File: src/rtl/control_rgb_entrada.sv
// Keypad-to-BCD-memory sequencer for R/G/B colour entry: steers digit keys into the memory,
// converts each confirmed 3-digit entry to binary, range-checks it and commits the colour after B.
module control_rgb_entrada #(
    parameter int unsigned ERR_CYCLES = 25_000_000,
    parameter logic [4:0]  KEY_OK     = 5'hA,
    parameter logic [4:0]  KEY_ESC    = 5'hB,
    parameter logic [4:0]  KEY_CLR    = 5'hC
) (
    input  logic       clk,
    input  logic       reset,
    input  logic [4:0] digito,
    input  logic       cambio_digito,
    input  logic [4:0] mem_u,
    input  logic [4:0] mem_d,
    input  logic [4:0] mem_c,
    input  logic       mem_full,
    output logic [4:0] mem_digito,
    output logic       mem_cambio,
    output logic       mem_clr,
    output logic [1:0] canal,
    output logic       error,
    output logic [7:0] R,
    output logic [7:0] G,
    output logic [7:0] B,
    output logic       rgb_valid
);

    typedef enum logic [1:0] {
        ST_ENTRADA = 2'd0,
        ST_ESPERA  = 2'd1,
        ST_CALC    = 2'd2,
        ST_ERROR   = 2'd3
    } state_t;

    localparam int unsigned      CNT_W    = (ERR_CYCLES > 1) ? $clog2(ERR_CYCLES) : 1;
    localparam logic [CNT_W-1:0] CNT_LAST = CNT_W'(ERR_CYCLES - 1);

    function automatic logic [9:0] bcd3_to_bin(input logic [4:0] c, input logic [4:0] d,
                                               input logic [4:0] u);
        logic [9:0] c_w;
        logic [9:0] d_w;
        logic [9:0] u_w;
        c_w = {5'd0, c};
        d_w = {5'd0, d};
        u_w = {5'd0, u};
        return (c_w * 10'd100) + (d_w * 10'd10) + u_w;
    endfunction

    function automatic logic fits_byte(input logic [9:0] v);
        return (v <= 10'd255);
    endfunction

    state_t           state_q, state_d;
    logic [1:0]       canal_q, canal_d;
    logic [7:0]       sh_r_q, sh_r_d;
    logic [7:0]       sh_g_q, sh_g_d;
    logic [7:0]       r_q, r_d;
    logic [7:0]       g_q, g_d;
    logic [7:0]       b_q, b_d;
    logic             rgb_valid_q, rgb_valid_d;
    logic             error_q, error_d;
    logic [4:0]       mem_digito_q, mem_digito_d;
    logic             mem_cambio_q, mem_cambio_d;
    logic             mem_clr_q, mem_clr_d;
    logic [CNT_W-1:0] err_cnt_q, err_cnt_d;
    logic [9:0]       val_s;
    logic             key_digit_s;

    // Next-state and next-output logic for the entry sequencer.
    always_comb begin
        state_d      = state_q;
        canal_d      = canal_q;
        sh_r_d       = sh_r_q;
        sh_g_d       = sh_g_q;
        r_d          = r_q;
        g_d          = g_q;
        b_d          = b_q;
        rgb_valid_d  = 1'b0;
        error_d      = error_q;
        mem_digito_d = mem_digito_q;
        mem_cambio_d = 1'b0;
        mem_clr_d    = 1'b0;
        err_cnt_d    = err_cnt_q;
        val_s        = bcd3_to_bin(mem_c, mem_d, mem_u);
        key_digit_s  = (digito <= 5'd9);

        case (state_q)
            ST_ENTRADA: begin
                if (cambio_digito) begin
                    if (key_digit_s) begin
                        // A full memory silently drops further digits.
                        if (!mem_full) begin
                            mem_cambio_d = 1'b1;
                            mem_digito_d = digito;
                        end else begin
                            mem_cambio_d = 1'b0;
                        end
                    end else if (digito == KEY_OK) begin
                        state_d = ST_ESPERA;
                    end else if (digito == KEY_CLR) begin
                        mem_clr_d = 1'b1;
                    end else if (digito == KEY_ESC) begin
                        mem_clr_d = 1'b1;
                        canal_d   = 2'd0;
                        sh_r_d    = 8'd0;
                        sh_g_d    = 8'd0;
                    end else begin
                        state_d = ST_ENTRADA;
                    end
                end else begin
                    state_d = ST_ENTRADA;
                end
            end
            ST_ESPERA: begin
                state_d = ST_CALC;
            end
            ST_CALC: begin
                mem_clr_d = 1'b1;
                if (!fits_byte(val_s)) begin
                    state_d   = ST_ERROR;
                    error_d   = 1'b1;
                    err_cnt_d = '0;
                end else begin
                    state_d = ST_ENTRADA;
                    case (canal_q)
                        2'd0: begin
                            sh_r_d  = val_s[7:0];
                            canal_d = 2'd1;
                        end
                        2'd1: begin
                            sh_g_d  = val_s[7:0];
                            canal_d = 2'd2;
                        end
                        2'd2: begin
                            r_d         = sh_r_q;
                            g_d         = sh_g_q;
                            b_d         = val_s[7:0];
                            rgb_valid_d = 1'b1;
                            canal_d     = 2'd0;
                        end
                        default: begin
                            canal_d = 2'd0;
                        end
                    endcase
                end
            end
            ST_ERROR: begin
                if (err_cnt_q == CNT_LAST) begin
                    error_d = 1'b0;
                    state_d = ST_ENTRADA;
                end else begin
                    err_cnt_d = err_cnt_q + CNT_W'(1);
                end
            end
            default: begin
                state_d = ST_ENTRADA;
                error_d = 1'b0;
            end
        endcase
    end

    // State and registered-output flops; reset aborts any entry or error window at once.
    always_ff @(posedge clk or negedge reset) begin
        if (!reset) begin
            state_q      <= ST_ENTRADA;
            canal_q      <= 2'd0;
            sh_r_q       <= 8'd0;
            sh_g_q       <= 8'd0;
            r_q          <= 8'd0;
            g_q          <= 8'd0;
            b_q          <= 8'd0;
            rgb_valid_q  <= 1'b0;
            error_q      <= 1'b0;
            mem_digito_q <= 5'd0;
            mem_cambio_q <= 1'b0;
            mem_clr_q    <= 1'b0;
            err_cnt_q    <= '0;
        end else begin
            state_q      <= state_d;
            canal_q      <= canal_d;
            sh_r_q       <= sh_r_d;
            sh_g_q       <= sh_g_d;
            r_q          <= r_d;
            g_q          <= g_d;
            b_q          <= b_d;
            rgb_valid_q  <= rgb_valid_d;
            error_q      <= error_d;
            mem_digito_q <= mem_digito_d;
            mem_cambio_q <= mem_cambio_d;
            mem_clr_q    <= mem_clr_d;
            err_cnt_q    <= err_cnt_d;
        end
    end

    assign mem_digito = mem_digito_q;
    assign mem_cambio = mem_cambio_q;
    assign mem_clr    = mem_clr_q;
    assign canal      = canal_q;
    assign error      = error_q;
    assign R          = r_q;
    assign G          = g_q;
    assign B          = b_q;
    assign rgb_valid  = rgb_valid_q;

endmodule

File: config.mk
export PLATFORM = sky130hd
export DESIGN_NAME = control_rgb_entrada
export DESIGN_NICKNAME = d
export VERILOG_FILES = /design/src/rtl/control_rgb_entrada.sv
export SDC_FILE = /design/constraint.sdc
export NUM_CORES = 1
export LEC_CHECK = 0
export ABC_AREA = 1
export BUFFER_PORTS_ARGS = -buffer_cell sky130_fd_sc_hd__clkbuf_2
export CORE_ASPECT_RATIO = 1.5
export CORE_UTILIZATION = 35
export CTS_CLUSTER_DIAMETER = 50
export DETAILED_ROUTE_END_ITERATION = 12
export PLACE_DENSITY_LB_ADDON = 0.15
export SETUP_SLACK_MARGIN = 0.2
export SLEW_MARGIN = 20
export SYNTH_ARGS = -nofsm -noshare
export SYNTH_HDL_FRONTEND = slang
export SYNTH_SLANG_ARGS = --single-unit
File: constraint.sdc
create_clock -name clk -period 3 [get_ports clk]
set_clock_uncertainty 0.1 [all_clocks]
set_input_delay 0.3 -clock clk [delete_from_list [all_inputs] [get_ports clk]]
set_output_delay 0.3 -clock clk [all_outputs]
set_load 0.05 [all_outputs]
Word-level counts from Yosys, hierarchy flattened
Cells that the tools add are included.

storage, ports and cells
  output and inout port bits = 35
  input bits = 24
  word-level logic and storage cells = 102
  register bits = 78

cells by class
  muxes and demuxes = 46
  equal/unequal tests = 23
  reductions and logical operators = 12
  $mul = 2
  $add $sub $neg = 3
  bitwise operators = 1
  order comparisons = 2

operators with widths
  cell                     count
  $mux W8                  9
  $mux W25                 2
  $pmux W25 S2             1
  $pmux W8 S2              2
  $mux W2                  13
  $add A25 B1 Y25 const B  1
  $eq A25 B25 Y1 const B   1
  $ne A2 B2 Y1 const B     11
  $reduce_and A8 Y1        2
  $eq A5 B4 Y1 const B     3
  $mux W1                  14
  $add A10 B5 Y10          1
  $add A10 B9 Y10          1
  $le A10 B8 Y1 const B    1
  $reduce_and A3 Y1        3
  $mul A5 B3 Y8 const B    1
  $mul A5 B5 Y8 const B    1
  $ne A4 B4 Y1 const B     2
  $pmux W2 S2              2
  $pmux W2 S4              1
  $reduce_and A4 Y1        2
  $reduce_and A7 Y1        1
  $eq A2 B2 Y1 const B     3
  $le A5 B4 Y1 const B     1
  6 further kinds          10

Depth between registers and ports, before layout
Gate-level depths: netlist (run 1).

  depth after elaboration = 7
  depth in mapped cells = 21
  gate-level depth less buffers = 20

Worst setup path before layout (run 1)
No wires, ideal clock.

  path kind = input to register
  start point = input port mem_c[0]
  end point = register canal_q[0] (netlist: canal[0])
  data arrival time = 3.127 ns
  path slack = -0.347 ns
  library setup time = 0.120 ns
  stages on the path = 18
  path buffers = 1
  cell sequence = ha_1 ha_1 ha_1 inv_1 fa_1 xnor2_1 ha_1 ha_1 a21o_1 nor2_1 nand2_1 nand3_2 nand3_2 nand2_2 buf_6 nand2_1 nand2_1 nand2_1

between the ends
  word-level cells in the longest chain between the ends = 6

ends and longest elaborated chain
  element                             line  RTL
  start, declared                     15    input logic [4:0] mem_c,
  $mul A5 B5 Y8                       46    return (c_w * 10'd100) + (d_w * 10'd10) + u_w;
  $add A10 B9 Y10                     46
  $add A10 B5 Y10                     46
  $le A10 B8 Y1                       50    return (v <= 10'd255);
  $ne A2 B2 Y1 (no source line)       n/a
  $reduce_and A7 Y1 (no source line)  n/a
  end signal, assigned                180   canal_q <= canal_d;
  end, declared                       54    logic [1:0] canal_q, canal_d;

No other way between the ends.
A chain may end at the register's enable or synchronous reset.

Final worst setup path (run 1)
  start point = input port mem_c[1]
  end point = register b_q[5] (netlist: B[5])

between the ends
  word-level cells in the longest chain between the ends = 5

ends and longest elaborated chain
  element                             line  RTL
  $mul A5 B5 Y8 (*)                   46
  $add A10 B9 Y10 (*)                 46
  $add A10 B5 Y10 (*)                 46
  $le A10 B8 Y1                       50
  $reduce_and A3 Y1 (no source line)  n/a
  end signal, assigned                171   b_q <= 8'd0;
  end signal, assigned                185   b_q <= b_d;
  end, declared                       59    logic [7:0] b_q, b_d;

Every way passes the cells marked *; elsewhere a longest branch is shown, timed or not.

==> results of run 1 <==
==> how the worst min path moves through the flow <==
stage / slack, ps / end / start
6_report: 50 / mem_cambio / mem_full
5_1_grt: 40 / mem_cambio / mem_full
3_5_place_dp: 360 / mem_digito[0] / mem_digito[0]
3_3_place_gp: 350 / mem_digito[4] / mem_digito[4]
4_1_cts: 40 / mem_cambio / mem_full
2_1_floorplan: -100 / B[0] / reset
==> metrics by stage <==
stage / util [%] / hold WS (ps)
6_report: 48.39 / 48.80
3_3_place_gp: 41.79 / 353.1
5_1_grt: 48.39 / 37.18
2_1_floorplan: - / -95.59
3_5_place_dp: 41.79 / 357.5
4_1_cts: 46.55 / 37.08
==> kinds of logic (layout without fill, tap and decap cells) <==
kind of cell               count (synthesis)  count (layout)  share of synthesized area [%]
AOI/OAI and AO/OA                         28              28                          3.170
xor gates and xnor gates                  21              21                          3.943
adders and majority gates                 35              35                          9.949
DFF                                       78              78                          40.21
and+or+nand+nor                          370             370                          35.36
buffers and inverters                     82             194                          7.371
==> where the power goes <==
| part | internal [mW] | switching [mW] | total [mW] |
|---|---|---|---|
| clock | 0.757 | 0.449 | 1.21 |
| combinational | 0.418 | 0.443 | 0.861 |
| sequential | 1.09 | 0.0232 | 1.11 |
| total | 2.26 | 0.915 | 3.18 |
==> placed cells by master, fill, tap and decap left out, types with 3 or more instances in the layout <==
master and count:
nand2_1 174, dfrtp_1 78, inv_1 58, clkbuf_2 55, nor2_1 52, nand3_1 49, buf_4 32, nand2_2 26
nand2_4 18, ha_1 18, nand4_1 13, xor2_1 12, clkbuf_16 12, ha_4 11, inv_2 9, nor3_1 8
buf_6 8, o21ai_2 7, o21ai_0 6, xnor2_1 6, nor2_2 5, a21oi_1 4, nor2_4 4, inv_6 4
nor4_1 4, o21ai_1 4, fa_1 4, nor3_2 3, nand3_2 3, buf_16 3
==> synthesized netlist by cell type, types with 3 or more instances <==
cell type,n
dfrtp_1,78
xor2_1,12
xnor2_1,8
o21ai_0,7
nor2_4,3
fa_1,6
nand4_1,13
buf_6,3
nand3_2,4
a21oi_1,5
nor3_2,3
inv_2,8
nand2_1,209
ha_1,29
nor2_1,56
o21ai_1,10
buf_2,5
nor4_1,4
nand2_2,4
nand3_1,49
nor3_1,8
nand2_4,6
inv_1,61
==> routing by layer <==
layer	GRT usage (%)	up-vias	part of all wire [%]
met1	20.42	2016	41
met2	31.87	61	54
met3	2.872	17	2.7
met5	0	-	0
met4	7.388	0	2.1
li1	-	2174	-
==> what timing repair did <==
item,4_1_cts,5_1_grt
gates cloned,3,3
resized for setup,57,36
hold endpoints to repair,0,78
setup buffers,5,3
pin swaps,30,25
hold buffers,0,1
setup endpoints to repair,71,71
==> worst register-to-register path, stage by stage (launching register included) <==
cell,delay [ps]
dfrtp_1,400
ha_1,280
nand3_4,150
nor2_8,150
inv_2,60
nor2_4,110
nand2_4,90
nand2_4,190
inv_4,130
nand2_1,100
xor2_1,160
nor2_1,50
==> flip-flops by register name, indices dropped and copies added (netlist names) <==
register    count
error           1
mem_digito      5
rgb_valid       1
G               8
R               8
err_cnt_q      25
state_q         2
mem_cambio      1
sh_r_q          8
mem_clr         1
B               8
sh_g_q          8
canal           2
==> layout make-up <==
type                       instances  area share [%]
timing repair buffer             106           12.88
tap                              162           3.095
clock buffer                      10           3.649
timing repair inverter             1          0.1337
multi-input combinational        454           44.65
inverter                          71           4.394
sequential                        78           29.81
clock inverter                     6           1.395
==> impl_metrics.toml, run 1 <==
[drt]
ant_nets = 0
drt-total-wl_mm = 11.92
drtPass1Iterations = 6
vias_per_cell = 4.806
vias = 4268
wire_per_inst_microns = 13.42
drc_errors = 0
drtIter0Drc = 209

[floorplanning]
die_width_microns = 98.16
initial_core_util_pct = 35.87
dieArea_sq_mm = 0.01435
coreArea_sq_mm = 0.01353
die_h_microns = 146.2
rows = 52
num_io_pins = 59

[grt]
grt_start_max_net_pins = 79
grt_pass1_wl_mm = 20.29
grt-ovfl-total = 0
grt_antenna_before_repair = 0
grt_pass1_vias = 4342
grtUsageTotal_pct = 17.62

[flow_run]
max_cap_violations = 0

[place]
dp.final_hpwl_mm = 8.724
port_buffers = 58
dpl_cell_area_sq_mm = 0.005655
dp.cells = 857
detailedPlace.worstSlack_ps = -517.8
gp_congestion = 0.8493

[sta]
setup_violations = 68
slew_headroom_pct = 51.81
hold_viol_final = 0
setup_ws_ps = -137.1
finalCritPeriodShare_pct = 104.6
slew_violations = 0
period_minus_slack_ps = 3137
setup_tns_ps = -4746
rsz0062_at_grt = "yes"
tightest_slew_ps = 722.9
fmax_mhz = 318.8

[synthesis]
synth_warnings = 0
synth.distinct_cells = 40
netlist.area_leader.share_pct = 40.21
synth_cells = 614
synth_area_leaders = "dfrtp_1, nand2_1, ha_1"
yosysTopAreaCell = "dfrtp_1"
synth_edf_count = 0
synth_area_per_cell_sq_um = 7.907
synth_flop_cell = "dfrtp_1"
synth_area_sq_mm = 0.004855
async_reset_ff_share_pct = 100.0
ys_seq_elements = 78
synth-seq-area-share_pct = 40.21
syn_nets = 673

[critical_path]
r2r_slack_ps = 930
slowest_delay_ps = 390
worstSetupStartpointType = "input port"
worst_path_max_delay_cell = "fa_2"
crit_top_cell = "ha_4"
path_buf_inv = 6
worstPathRequired_ps = 3120
path_class = "input port to flop"
r2r_end = "err_cnt_q[16]"
r2r-start = "err_cnt_q[0]"
cp-endpoint = "B[5]"
cp_cell_sequence = "clkbuf_16 -> ha_4 -> ha_4 -> ha_4 -> inv_2 -> fa_2 -> xnor2_2 -> ha_1 -> ha_4 -> nand2_4 -> nor2_2 -> nand2_1 -> nand2_2 -> inv_2 -> nand2_4 -> buf_6 -> nand4_4 -> buf_6 -> buf_12 -> nand2_4 -> o21ai_2"
rr_worst_depth = 11
crit_start = "mem_c[1]"
crit_cells = 21
critPathMaxFanout = 7
cp-end-kind = "flop"
critPathTopFamily = "adder cells"
crit_arrival_ps = 3260

[min_path]
min_path_type = "input port to flop"
hold_depth = 2

[clock_network]
cts.sinks = 78
clock_path_buffers = 2
clk_latency_ps = 340
clock-root-buffer = "clkbuf_16"
cts_tree = "yes"
cts_buffers = 9
htreeDepth = 3
clk_pin_slew_ps = 60

[pwr]
power_density_mw_per_mm2 = 485.5
p_leak_nw = 3.342
ir_worst_vdd_uv = 284.1
power.total_mw = 3.180

[layout]
nFillCells = 1304
fin_area_sq_mm = 0.006549
area_growth_pct = 34.90
antenna_cells = 0
drive_gt1_share_pct = 31.27
fin_nets = 780
register_area_sq_mm = 0.001952
instances_no_fill = 888
multiInputGateArea_sq_mm = 0.002924

[outcome]
status = "complete, but fails checks"
violations = "negative setup slack"
Power figures use the tool's default switching activity.
==> run 2, diff against run 1 <==
==> constraint.sdc (replaced) <==
create_clock -name clk -period 3.53 [get_ports clk]
set_clock_uncertainty 0.1 [all_clocks]
set_input_delay 0.353 -clock clk [delete_from_list [all_inputs] [get_ports clk]]
set_output_delay 0.353 -clock clk [all_outputs]
set_load 0.05 [all_outputs]
==> run 2 against run 1 <==
  * The flow finishes with violations (negative hold slack)
  * Via count shrank 2.7%
  * Routed wire length shrank 3.3%
  * Die area is the same
  * Critical path type unchanged
  * Largest cell class unchanged
  * Highest routed layer unchanged
==> impl_metrics.toml, run 2 (synthesis results as in run 1) <==
[floorplanning]
initial_core_util_pct = 35.87
coreArea_sq_mm = 0.01353
die_h_microns = 146.2
die_width_microns = 98.16
rows = 52
dieArea_sq_mm = 0.01435
num_io_pins = 59

[drt]
wire_per_inst_microns = 13.35
wl_met3_microns = 293
top_layer = "met4"
wl_met1_mm = 4.905
drtIter0Drc = 175
drt-total-wl_mm = 11.52
drc_errors = 0
vias = 4153
vias_per_cell = 4.812
ant_nets = 0
drtPass1Iterations = 6
route.met2.wl_mm = 6.145

[clock_network]
cts.sinks = 78
cts_tree = "yes"
clk_latency_ps = 330
clock_path_buffers = 2
cts_buffers = 9
clock-root-buffer = "clkbuf_16"
postCtsHoldBufs = 0
htreeDepth = 3
clk_pin_slew_ps = 60

[layout]
top_register = "err_cnt_q"
instances_no_fill = 863
drive_gt1_share_pct = 23.40
area_growth_pct = 24.77
multiInputGateArea_sq_mm = 0.002750
final_common_cell = "nand2_1"
antenna_cells = 0
register_area_sq_mm = 0.001952
nFillCells = 1364
fin_nets = 755
fin_util_pct = 44.76
final_cell_mix = "nand2_1, dfrtp_1, inv_1"
largest_register_ff_count = 25

[critical_path]
r2r-start = "err_cnt_q[0]"
r2r_end = "err_cnt_q[16]"
worstSetupStartpointType = "input port"
crit_start = "mem_c[2]"
worstPathRequired_ps = 3660
critPathMaxFanout = 7
r2r_slack_ps = 1480
cp-endpoint = "sh_g_q[5]"
path_class = "input port to flop"
rr_worst_depth = 11
cp-end-kind = "flop"
crit_arrival_ps = 3280

[flow_run]
max_cap_violations = 0

[outcome]
status = "complete, but fails checks"
violations = "negative hold slack"

[sta]
holdWs_ps = -63.24
setup_violations = 0
rsz0062_at_grt = "no"
finalCritPeriodShare_pct = 89.47
slew_headroom_pct = 51.80
slew_violations = 0
tightest_slew_ps = 723.0
hold_viol_final = 66
period_minus_slack_ps = 3158
fmax_mhz = 316.6

[place]
port_buffers = 58
gp_congestion = 0.8505
dp.final_hpwl_mm = 8.774
dp.cells = 845

[pwr]
p_leak_nw = 3.127
ir_worst_vdd_uv = 200.7
power_density_mw_per_mm2 = 424.1
power.total_mw = 2.569

[grt]
grt_antenna_before_repair = 0
grt_start_max_net_pins = 79
grt_pass1_wl_mm = 19.57
grt-ovfl-total = 0
grtUsageTotal_pct = 17.01
grt_pass1_vias = 4163

[min_path]
min_path_type = "input port to asynchronous set/reset pin"
## run 2: cell count changes in the layout (fill, tap and decap cells not counted), sizes merged
cell,change
clkbuf,-1
inv,+1
dlygate4sd3,-1
clkinv,-2
buf,-22
## run 2: worst min-delay path by stage
stage	endpoint	slack [ps]	depth (start not counted)
final	R[7]	-60	1
after global routing	R[7]	6	1
after CTS	mem_cambio	90	2
after detailed placement	mem_digito[4]	360	2
after global placement	G[4]	360	2
after floorplan	B[0]	-40	0
## run 2: repair_timing
item                                    CTS  global route
setup buffers                             0             1
gates cloned                              0             1
resized for setup                         1            34
endpoints found under the setup margin    2            71
pin swaps                                 0            24
## run 2: worst max-delay path, cell delays in order
cell and delay, ps:
clkbuf_2 120, buf_4 140, ha_1 290, ha_1 340
ha_4 270, xnor2_1 130, ha_1 330, ha_4 240
a21o_1 170, nor2_1 130, nand2_2 80, inv_2 70
nand2_4 50, nand3_2 90, nand2_4 70, buf_12 150
clkbuf_16 160, nand3_2 60, nand2_1 50
## run 2: power by group
group	leakage, nW	switching, mW	internal (mW)
Clock	0.163	0.376	0.643
Combinational	1.97	0.324	0.278
Sequential	0.994	0.0220	0.926
Total	3.13	0.722	1.85
## run 2: stage by stage
step           area [sq um]  TNS [ps]  hold WS (ps)  worst slack (ps)
2_1_floorplan          4882         0        -42.59             207.2
3_3_place_gp           5504     -1343         356.3            -64.72
3_5_place_dp           5504     -5517         359.7            -174.0
4_1_cts                5847         0         90.44             194.5
5_1_grt                6057         0         6.252             201.6
6_report               6057         0        -63.24             371.6
## run 2: layer usage
layer,track usage [%],vias to the layer above
li1,-,2120
met1,20.12,1967
met2,31.23,57
met3,2.393,9
met4,5.746,0
met5,0,-
## run 2: layout make-up
| cell class | instances | area share (%) |
|---|---|---|
| multi-input cells | 454 | 45.40 |
| clock inverters | 6 | 1.508 |
| inverters | 71 | 4.483 |
| clock buffers | 10 | 3.945 |
| repair buffers | 82 | 9.089 |
| flip-flops and latches | 78 | 32.22 |
| well taps | 162 | 3.346 |
==> run 3, diff against run 2 <==
--- a/config.mk
+++ b/config.mk
@@ -7,6 +7,8 @@
 export LEC_CHECK = 0
 export ABC_AREA = 1
 export BUFFER_PORTS_ARGS = -buffer_cell sky130_fd_sc_hd__clkbuf_2
+export CELL_PAD_IN_SITES_DETAIL_PLACEMENT = 0
+export CELL_PAD_IN_SITES_GLOBAL_PLACEMENT = 1
 export CORE_ASPECT_RATIO = 1.5
 export CORE_UTILIZATION = 35
 export CTS_CLUSTER_DIAMETER = 50
==> run 3 against run 2 <==
  * The run still ends with negative hold slack left
  * Power up 0.15%
  * Clock power down 8%
  * Core utilization up 0.97 points
  * Flip-flop and latch count unchanged
  * Final cell count up 0.46%
  * Setup slack worse by 120 ps
  * Routed wire length up 3.4%
  * Sequential share of layout area down 0.68 points
  * Register-to-register slack worse by 30 ps
  * Maximum frequency down 3.6%
  * Non-clock buffer count up 4
  * Critical endpoint is now R[5]
  * Largest power group is now sequential cells
==> impl_metrics.toml, run 3 (synthesis results as in run 1) <==
[critical_path]
crit_arrival_ps = 3410
r2r_end = "err_cnt_q[11]"
r2r_slack_ps = 1450
crit_start = "mem_c[1]"
cp-endpoint = "R[5]"
critPathMaxFanout = 8
r2r-start = "err_cnt_q[0]"
cp-end-kind = "flop"
worstPathRequired_ps = 3660
path_class = "input port to flop"
worstSetupStartpointType = "input port"
rr_worst_depth = 11

[pwr]
power_frac_clock_pct = 36.3
p_leak_nw = 3.172
power_density_mw_per_mm2 = 415.7
power.total_mw = 2.573
p_switching_uw = 777.4
p_sw_share_pct = 30.22
p_int_mw = 1.795
ir_worst_vdd_uv = 244.8
seq_power_share_pct = 36.8
combinationalPowerShare_pct = 26.9

[layout]
final_common_cell = "nand2_1"
final_cell_mix = "nand2_1, dfrtp_1, inv_1"
drive_gt1_share_pct = 26.67
top_register = "err_cnt_q"
nFillCells = 1380
antenna_cells = 0
fin_nets = 759
largest_register_ff_count = 25
instances_no_fill = 867
fin_area_sq_mm = 0.006188
area_growth_pct = 27.47

[floorplanning]
die_width_microns = 98.16
coreArea_sq_mm = 0.01353
die_h_microns = 146.2
initial_core_util_pct = 35.87
num_io_pins = 59
dieArea_sq_mm = 0.01435
rows = 52

[sta]
hold_viol_final = 71
setup_violations = 0
period_minus_slack_ps = 3277
setup_tns_ps = 0
rsz0062_at_grt = "yes"
slew_violations = 0
setup_ws_ps = 253.4
holdWs_ps = -40.85
fmax_mhz = 305.2
slew_headroom_pct = 51.26
tightest_slew_ps = 731.1
finalCritPeriodShare_pct = 92.82

[grt]
grt-ovfl-total = 0
grt_pass1_vias = 4255
grt_pass1_wl_mm = 20.04
grt_start_max_net_pins = 79
grt_antenna_before_repair = 0
grtUsageTotal_pct = 17.34

[place]
dp.cells = 846
gp_congestion = 0.9262
detailedPlace.worstSlack_ps = -165.2
port_buffers = 58
dpl_cell_area_sq_mm = 0.005499
dp.final_hpwl_mm = 8.969

[clock_network]
htreeDepth = 3
cts.sinks = 78
clk_pin_slew_ps = 60
postCtsHoldBufs = 0
clk_latency_ps = 340
clock-root-buffer = "clkbuf_16"
cts_tree = "yes"
clock_path_buffers = 2
cts_buffers = 9

[drt]
vias_per_cell = 4.815
drtPass1Iterations = 6
drtIter0Drc = 200
drc_errors = 0
wire_per_inst_microns = 13.74
ant_nets = 0
drt-total-wl_mm = 11.92
vias = 4175

[outcome]
violations = "negative hold slack"
status = "complete, but fails checks"

[min_path]
min_path_type = "input port to asynchronous set/reset pin"

[flow_run]
max_cap_violations = 0
==> run 3: changes by cell type in the layout (fill, tap and decap cells not counted), sizes merged <==
| cell | change |
|---|---|
| buf | +3 |
| bufinv | -1 |
| clkinv | +3 |
| inv | -1 |
==> run 3: metrics by stage <==
stage / hold WS, ps / util, %
finish: -40.85 / 45.73
global route: 10.86 / 45.73
CTS: 93.73 / 42.94
detailed placement: 352.0 / 40.63
global placement: 351.7 / 40.63
floorplan: -42.59 / -
==> run 3: how the worst min path moves through the flow <==
stage          slack, ps       endpoint
2_1_floorplan        -40           B[0]
4_1_cts               90     mem_cambio
3_5_place_dp         350  mem_digito[4]
3_3_place_gp         350  mem_digito[4]
6_report             -40      rgb_valid
5_1_grt               10           R[7]
==> run 3: cell type report <==
class | count | area [sq um] | area share (%)
multi-input cells | 454 | 2848 | 46.02
clock buffers | 9 | 225.2 | 3.639
well taps | 162 | 202.7 | 3.275
inverters | 71 | 276.5 | 4.468
flip-flops and latches | 78 | 1952 | 31.54
clock inverters | 7 | 71.32 | 1.152
repair buffers | 86 | 613.1 | 9.907
==> run 3: power groups by stage <==
stage	registers, mW	clock network [mW]	logic (mW)
final	0.947	0.934	0.692
after global routing	0.951	1.00	0.773
after CTS	0.949	0.964	0.552
after detailed placement	0.965	0	0.538
after global placement	0.964	0	0.531
after floorplan	0.954	0	0.361
==> run 3: layer usage <==
| layer | share of wire, % | track usage [%] | up-vias |
|---|---|---|---|
| met2 | 54 | 32.22 | 77 |
| met5 | 0 | 0 | - |
| met3 | 2.9 | 2.776 | 14 |
| met4 | 1.7 | 5.970 | 0 |
| met1 | 41 | 19.90 | 1958 |
| li1 | - | - | 2126 |
==> run 3: critical path, cell delays in order <==
cell       delay, ps
buf_8            110
ha_4             240
ha_4             260
ha_4             120
inv_2             40
fa_2             370
xnor2_2          150
ha_1             330
ha_4             250
a21o_1           190
nor2_2           130
nand2_4           90
nand3_4           70
buf_4            120
nand4_4          210
clkbuf_16        270
nand2_2           50
nand2_1           40
==> run 3: timing repair <==
item / in CTS / in global routing
gates cloned: 0 / 2
gates resized for setup: 0 / 73
pin swaps: 0 / 24
setup buffers: 2 / 1
endpoints found under the setup margin: 2 / 71
